## src/rtl/mono_data_rx_merge.sv

```systemverilog
// mono_data_rx_merge
// Merges up to 8 decoded 27-bit hit-word streams into one 32-bit
// first-word-fall-through FIFO. A round-robin arbiter picks one requesting
// channel per cycle and tags its word with the block identifier and the
// channel index. When the FIFO is full the granted word is either dropped
// and counted (DROP_ON_FULL=1) or held back by deasserting CH_READY.
module mono_data_rx_merge #(
    parameter int         CHANNELS     = 4,
    parameter int         DEPTH        = 16,
    parameter int         DROP_ON_FULL = 1,
    parameter logic [1:0] IDENTYFIER   = 2'b00
) (
    input  logic                     BUS_CLK,
    input  logic                     BUS_RST,
    input  logic [CHANNELS-1:0]      CH_VALID,
    input  logic [27*CHANNELS-1:0]   CH_DATA,
    output logic [CHANNELS-1:0]      CH_READY,
    input  logic [CHANNELS-1:0]      CH_ENABLE,
    input  logic                     MUTE,
    input  logic                     CLEAR_LOST,
    input  logic                     FIFO_READ,
    output logic                     FIFO_EMPTY,
    output logic                     FIFO_FULL,
    output logic [31:0]              FIFO_DATA,
    output logic [7:0]               LOST_CNT,
    output logic                     LOST_ERROR
);

    localparam int         AW       = $clog2(DEPTH);
    localparam logic [AW:0] FULL_CNT = (AW+1)'(DEPTH);
    localparam logic       DROP     = (DROP_ON_FULL != 0);

    // ------------------------------------------------------------------
    // State
    // ------------------------------------------------------------------
    logic [2:0]    last_grant_q, last_grant_d;
    logic [AW-1:0] wptr_q, wptr_d;
    logic [AW-1:0] rptr_q, rptr_d;
    logic [AW:0]   cnt_q, cnt_d;
    logic          full_q, full_d;
    logic [7:0]    lost_q, lost_d;
    logic [31:0]   mem_q [DEPTH];

    // ------------------------------------------------------------------
    // Arbitration signals
    // ------------------------------------------------------------------
    logic [CHANNELS-1:0] req;
    logic [CHANNELS-1:0] gnt_oh;
    logic                gnt_vld;
    logic [2:0]          gnt_idx;
    logic [26:0]         gnt_payload;
    logic                xfer;
    logic                wr_en;
    logic                drop_en;
    logic                rd_en;
    logic [31:0]         wr_word;

    // Only enabled, valid channels compete; MUTE removes everyone, which
    // also freezes the round-robin pointer.
    assign req = CH_VALID & CH_ENABLE & {CHANNELS{~MUTE}};

    // Round-robin search: each requester's distance from last_grant+1
    // (mod CHANNELS) is computed and the nearest one wins.
    always_comb begin
        int best;
        int d;
        best    = CHANNELS;
        d       = 0;
        gnt_vld = 1'b0;
        gnt_idx = last_grant_q;
        for (int i = 0; i < CHANNELS; i++) begin
            if (req[i]) begin
                d = i - int'(last_grant_q) - 1;
                if (d < 0) d = d + CHANNELS;
                if (d < best) begin
                    best    = d;
                    gnt_vld = 1'b1;
                    gnt_idx = 3'(i);
                end
            end
        end
    end

    // One-hot grant and payload mux for the winning channel.
    always_comb begin
        gnt_oh      = '0;
        gnt_payload = '0;
        for (int i = 0; i < CHANNELS; i++) begin
            gnt_oh[i] = gnt_vld && (gnt_idx == 3'(i));
            if (gnt_oh[i]) gnt_payload = CH_DATA[27*i +: 27];
        end
    end

    // Handshake: disabled or muted channels are always drained; the granted
    // channel is accepted unless the FIFO is full and we are stalling.
    always_comb begin
        for (int i = 0; i < CHANNELS; i++) begin
            CH_READY[i] = MUTE | ~CH_ENABLE[i] | (gnt_oh[i] & (~full_q | DROP));
        end
    end

    // Write/drop/read qualification. full_q is a register, so a read in the
    // same cycle never frees room for a write.
    always_comb begin
        xfer    = gnt_vld & (~full_q | DROP);
        wr_en   = gnt_vld & ~full_q;
        drop_en = gnt_vld & full_q & DROP;
        rd_en   = FIFO_READ & (cnt_q != '0);
        wr_word = {IDENTYFIER, gnt_idx, gnt_payload};
    end

    // Next-state for pointer, FIFO bookkeeping and lost counter.
    always_comb begin
        last_grant_d = last_grant_q;
        wptr_d       = wptr_q;
        rptr_d       = rptr_q;
        cnt_d        = cnt_q;
        lost_d       = lost_q;

        if (xfer) last_grant_d = gnt_idx;
        if (wr_en) wptr_d = wptr_q + 1'b1;
        if (rd_en) rptr_d = rptr_q + 1'b1;

        case ({wr_en, rd_en})
            2'b10:   cnt_d = cnt_q + 1'b1;
            2'b01:   cnt_d = cnt_q - 1'b1;
            default: cnt_d = cnt_q;
        endcase

        full_d = (cnt_d == FULL_CNT);

        // Clear wins over a same-cycle drop; the counter sticks at 255.
        if (CLEAR_LOST) lost_d = '0;
        else if (drop_en && lost_q != 8'hFF) lost_d = lost_q + 1'b1;
    end

    // Control state register with synchronous reset.
    always_ff @(posedge BUS_CLK) begin
        if (BUS_RST) begin
            last_grant_q <= 3'(CHANNELS-1);
            wptr_q       <= '0;
            rptr_q       <= '0;
            cnt_q        <= '0;
            full_q       <= 1'b0;
            lost_q       <= '0;
        end else begin
            last_grant_q <= last_grant_d;
            wptr_q       <= wptr_d;
            rptr_q       <= rptr_d;
            cnt_q        <= cnt_d;
            full_q       <= full_d;
            lost_q       <= lost_d;
        end
    end

    // FIFO storage; a word arriving during reset is not stored.
    always_ff @(posedge BUS_CLK) begin
        if (!BUS_RST && wr_en) mem_q[wptr_q] <= wr_word;
    end

    assign FIFO_EMPTY = (cnt_q == '0);
    assign FIFO_FULL  = full_q;
    assign FIFO_DATA  = FIFO_EMPTY ? 32'h0 : mem_q[rptr_q];
    assign LOST_CNT   = lost_q;
    assign LOST_ERROR = (lost_q != 8'h00);

endmodule

```

## config.mk

```make
export PLATFORM = sky130hd
export DESIGN_NAME = mono_data_rx_merge
export DESIGN_NICKNAME = d
export VERILOG_FILES = /design/src/rtl/mono_data_rx_merge.sv
export SDC_FILE = /design/constraint.sdc
export NUM_CORES = 1
export LEC_CHECK = 0
export ABC_CLOCK_PERIOD_IN_PS = 15490
export CAP_MARGIN = 15
export CELL_PAD_IN_SITES_DETAIL_PLACEMENT = 1
export CELL_PAD_IN_SITES_GLOBAL_PLACEMENT = 2
export CORE_ASPECT_RATIO = 0.8
export CORE_MARGIN = 3
export CORE_UTILIZATION = 45
export DETAILED_ROUTE_END_ITERATION = 10
export PLACE_DENSITY = 0.91
export SLEW_MARGIN = 0
export SYNTH_ARGS = -nofsm -noshare
export SYNTH_HDL_FRONTEND = slang
export SYNTH_SLANG_ARGS = --single-unit
```

## constraint.sdc

```tcl
create_clock -name BUS_CLK -period 15.49 [get_ports BUS_CLK]
set_input_delay 3.098 -clock BUS_CLK [delete_from_list [all_inputs] [get_ports BUS_CLK]]
set_output_delay 3.098 -clock BUS_CLK [all_outputs]
set_load 0.02 [all_outputs]
```

==> summary.txt <==
Outcome
  • Status: finished clean

Timing
  • Final Cycle Share: 93.1%
  • # setup viols final: 0
  • Hold Vio Cnt, Final: 0
  • Max-slew violations: 0
  • Crit path time final: 14.41 ns
  • Unrepaired setup endpoints after global routing: false
  • Fin Hold WS: between 0.5 and 0.6 ns
  • Post-route setup slack: 1.08 ns
  • Fmax: slightly below 70 MHz
  • Rel. slew slack: 14.5%
  • Slew @ Worst Pin: 1.28 ns
  • Setup TNS: 0 ns
  • Max Clock Skew: between 0.03 and 0.04 ns

Clock network
  • CTS buffer count: 49
  • Reg clk slew, reported paths: around 0.070 ns
  • TritonCTS clock tree: done
  • Post-CTS setup buffers: 0
  • Worst-case clock buffer depth: 3
  • # hold bufs at CTS: 0
  • TritonCTS Sinks: around 510
  • H-tree Lvls: 2
  • Post-CTS Resized: 0
  • CTS Root Buffer Type: clkbuf_16
  • Clk Latency, worst-skew pair: between 0.5 and 0.6 ns

Yosys
  • Number of flops mapped to enable cells by yosys: 480
  • Synth top area cells: edfxtp_1, mux4_2, dfxtp_1
  • Ys flop type: edfxtp_1
  • Post-synthesis area per instance: 18.1 um2
  • YS warnings: 0
  • Post-synth cell types: 73
  • Mapped Cells: 1229
  • Yosys top cell area share: 64.8%
  • Yosys reg bits: 509
  • Post-synth top cells: edfxtp_1, mux4_2, nor2_1
  • Synth Cell Area: 22200 um2
  • Count leader, synth: edfxtp_1
  • Fraction of registers with async set/reset: 0%
  • Area leader, netlist: edfxtp_1
  • Register area share after synthesis: 67.5%

Die
  • Core region area: 48600 um2
  • Initial core utilization: a little under half
  • Die width: 254 um
  • IO Count: 168
  • Die area: 52100 um2
  • Die span in y: 205 um
  • Row count: 72

Route
  • Top sig layer: met5
  • First-pass detailed-route iteration total: 8
  • WL met3: 3950 um
  • Routed wire per std cell: 28.2 um
  • Post-DRT Antenna Nets: 0
  • Via count: 12485
  • Starting DRT DRC Count: around 1200
  • Met2 wire len: 29500 um
  • Via density: 5.97
  • M1 WL: 24200 um
  • Residual DRC count: 0
  • WL final: ~60000 um

Pwr
  • VDD IR max: ~86 uV
  • Overall power: ~4.5 mW
  • Pleak: 8.48 nW
  • Pwr dens: 171 nW/um2

Critical path
  • Slowest stage cell, crit path: o21a_1
  • CP Max Fanout: 32
  • R2r endpoint: FIFO_FULL$_SDFF_PP0_
  • Worst Setup End Kind: output port
  • Reg-to-Reg Start: last_grant_q[0]$_SDFFE_PP1N_
  • Critical path required time: 12.39 ns
  • CP startpoint kind: input pin
  • CP Class: in -> out
  • FF-to-FF setup slack: 4.53 ns
  • Worst path max stage delay: 0.59 ns
  • Reg2Reg Depth: 42
  • CP arrival: 11.32 ns

Finish
  • N_diodes: 0
  • Syn-to-layout area delta: 19.2%
  • Fillers: 4391
  • Util after Layout: 54.6%
  • Area of the multi-input gates: 6970 um2
  • Design area: 26500 um2
  • Share of post-route cells with drive strength above 1: 24.2%
  • Non-Filler Instances: 2090
  • Nets: between 1500 and 2000
  • FF+latch area: 15000 um2

Place
  • Placed inst area: 24800 um2
  • Post-detail-place hpwl: 35800 um
  • Placer congestion estimate: 0.832
  • DP Cell Count: 1988
  • Pre-CTS setup slack: 1.13 ns
  • Port buffer count: ~170

Global routing
  • Final global-route overflow total: 0
  • Initial antenna violation count: 1
  • First-pass GRT wire length: 88000 um
  • GRT Overall Usage: between 20% and 30%
  • Vias in the first global route: 13395
  • Maximum number of pins on one net before global-route repair: 75

Min path
  • Worst Hold Path Cells: 2
  • Worst Hold Launch: LOST_CNT[1]$_SDFFE_PP0P_
  • Worst hold path class: reg -> reg
  • Worst Hold Path EP: LOST_CNT[1]$_SDFFE_PP0P_

Job
  • MaxCap Viol Count: 0
## critical path: cells and delay by family
| kind | cells | cell delay (ns) |
|---|---|---|
| buffers and inverters | 6 | 1.90 |
| and+or+nand+nor | 9 | 2.42 |
| AOI/OAI and AO/OA | 9 | 2.45 |
| adders and majority gates | 3 | 0.66 |
| muxes | 2 | 0.74 |
## report_power, final
part / switching [mW] / internal (mW)
logic: 0.885 / 0.648
registers: 0.0553 / 1.74
clock network: 0.515 / 0.678
## per-layer routing
layer | GRT usage (%) | vias up
li1 | - | 5384
met1 | 31.8 | 6528
met4 | 5.61 | 2
met5 | 0 | -
met3 | 4.02 | 99
met2 | 38.6 | 472
## cells in the final DEF, fill, tap and decap left out, drive strengths merged, types with 6 or more instances in the layout
cell / count
o211ai: 8
mux2i: 8
nor3: 10
dfxtp: 29
o21ai: 15
nor2: 69
nor2b: 39
xor2: 7
or3: 6
and3: 30
buf: 43
clkbuf: 61
inv: 26
a21oi: 18
o31ai: 29
a221oi: 30
clkinv: 24
mux4: 150
a211oi: 6
nand2b: 11
xnor2: 12
clkdlybuf4s50: 165
nand2: 59
ha: 40
nand3: 13
edfxtp: 480
## logic make-up (layout without fill, tap and decap cells)
group | Yosys count | in the layout | share of synthesized area [%]
AOI/OAI and AO/OA | 136 | 136 | 5.80
xor gates and xnor gates | 19 | 19 | 0.749
adders and majority gates | 40 | 40 | 2.25
buffers and inverters | 98 | 329 | 1.86
DFF | 509 | 509 | 67.5
muxes | 161 | 161 | 15.7
other | 1 | 2 | 0.0169
and+or+nand+nor | 265 | 265 | 6.16
## registers in the layout, summed over array words and instances (netlist names), named ones only
name,cells
LOST_CNT,8
cnt_q,5
rptr_q,4
mem_q,480
last_grant_q,3
wptr_q,4
FIFO_FULL,1
## worst max path at each step
stage	slack [ns]	to	depth (start not counted)	from
after floorplan	3.50	CH_READY[0]	28	MUTE
after global placement	1.33	CH_READY[0]	29	MUTE
after detailed placement	1.13	CH_READY[0]	29	MUTE
after CTS	1.09	CH_READY[0]	29	MUTE
after global routing	0.39	CH_READY[0]	29	MUTE
final	1.08	CH_READY[0]	29	MUTE
## final cells by class
class	instances	area share, %
clock buffer	56	4.81
timing repair buffer	213	7.71
inverter	25	0.354
multi-input combinational	623	26.3
tap	629	2.97
clock inverter	35	1.26
sequential	509	56.6
Power figures use the tool's default switching activity.
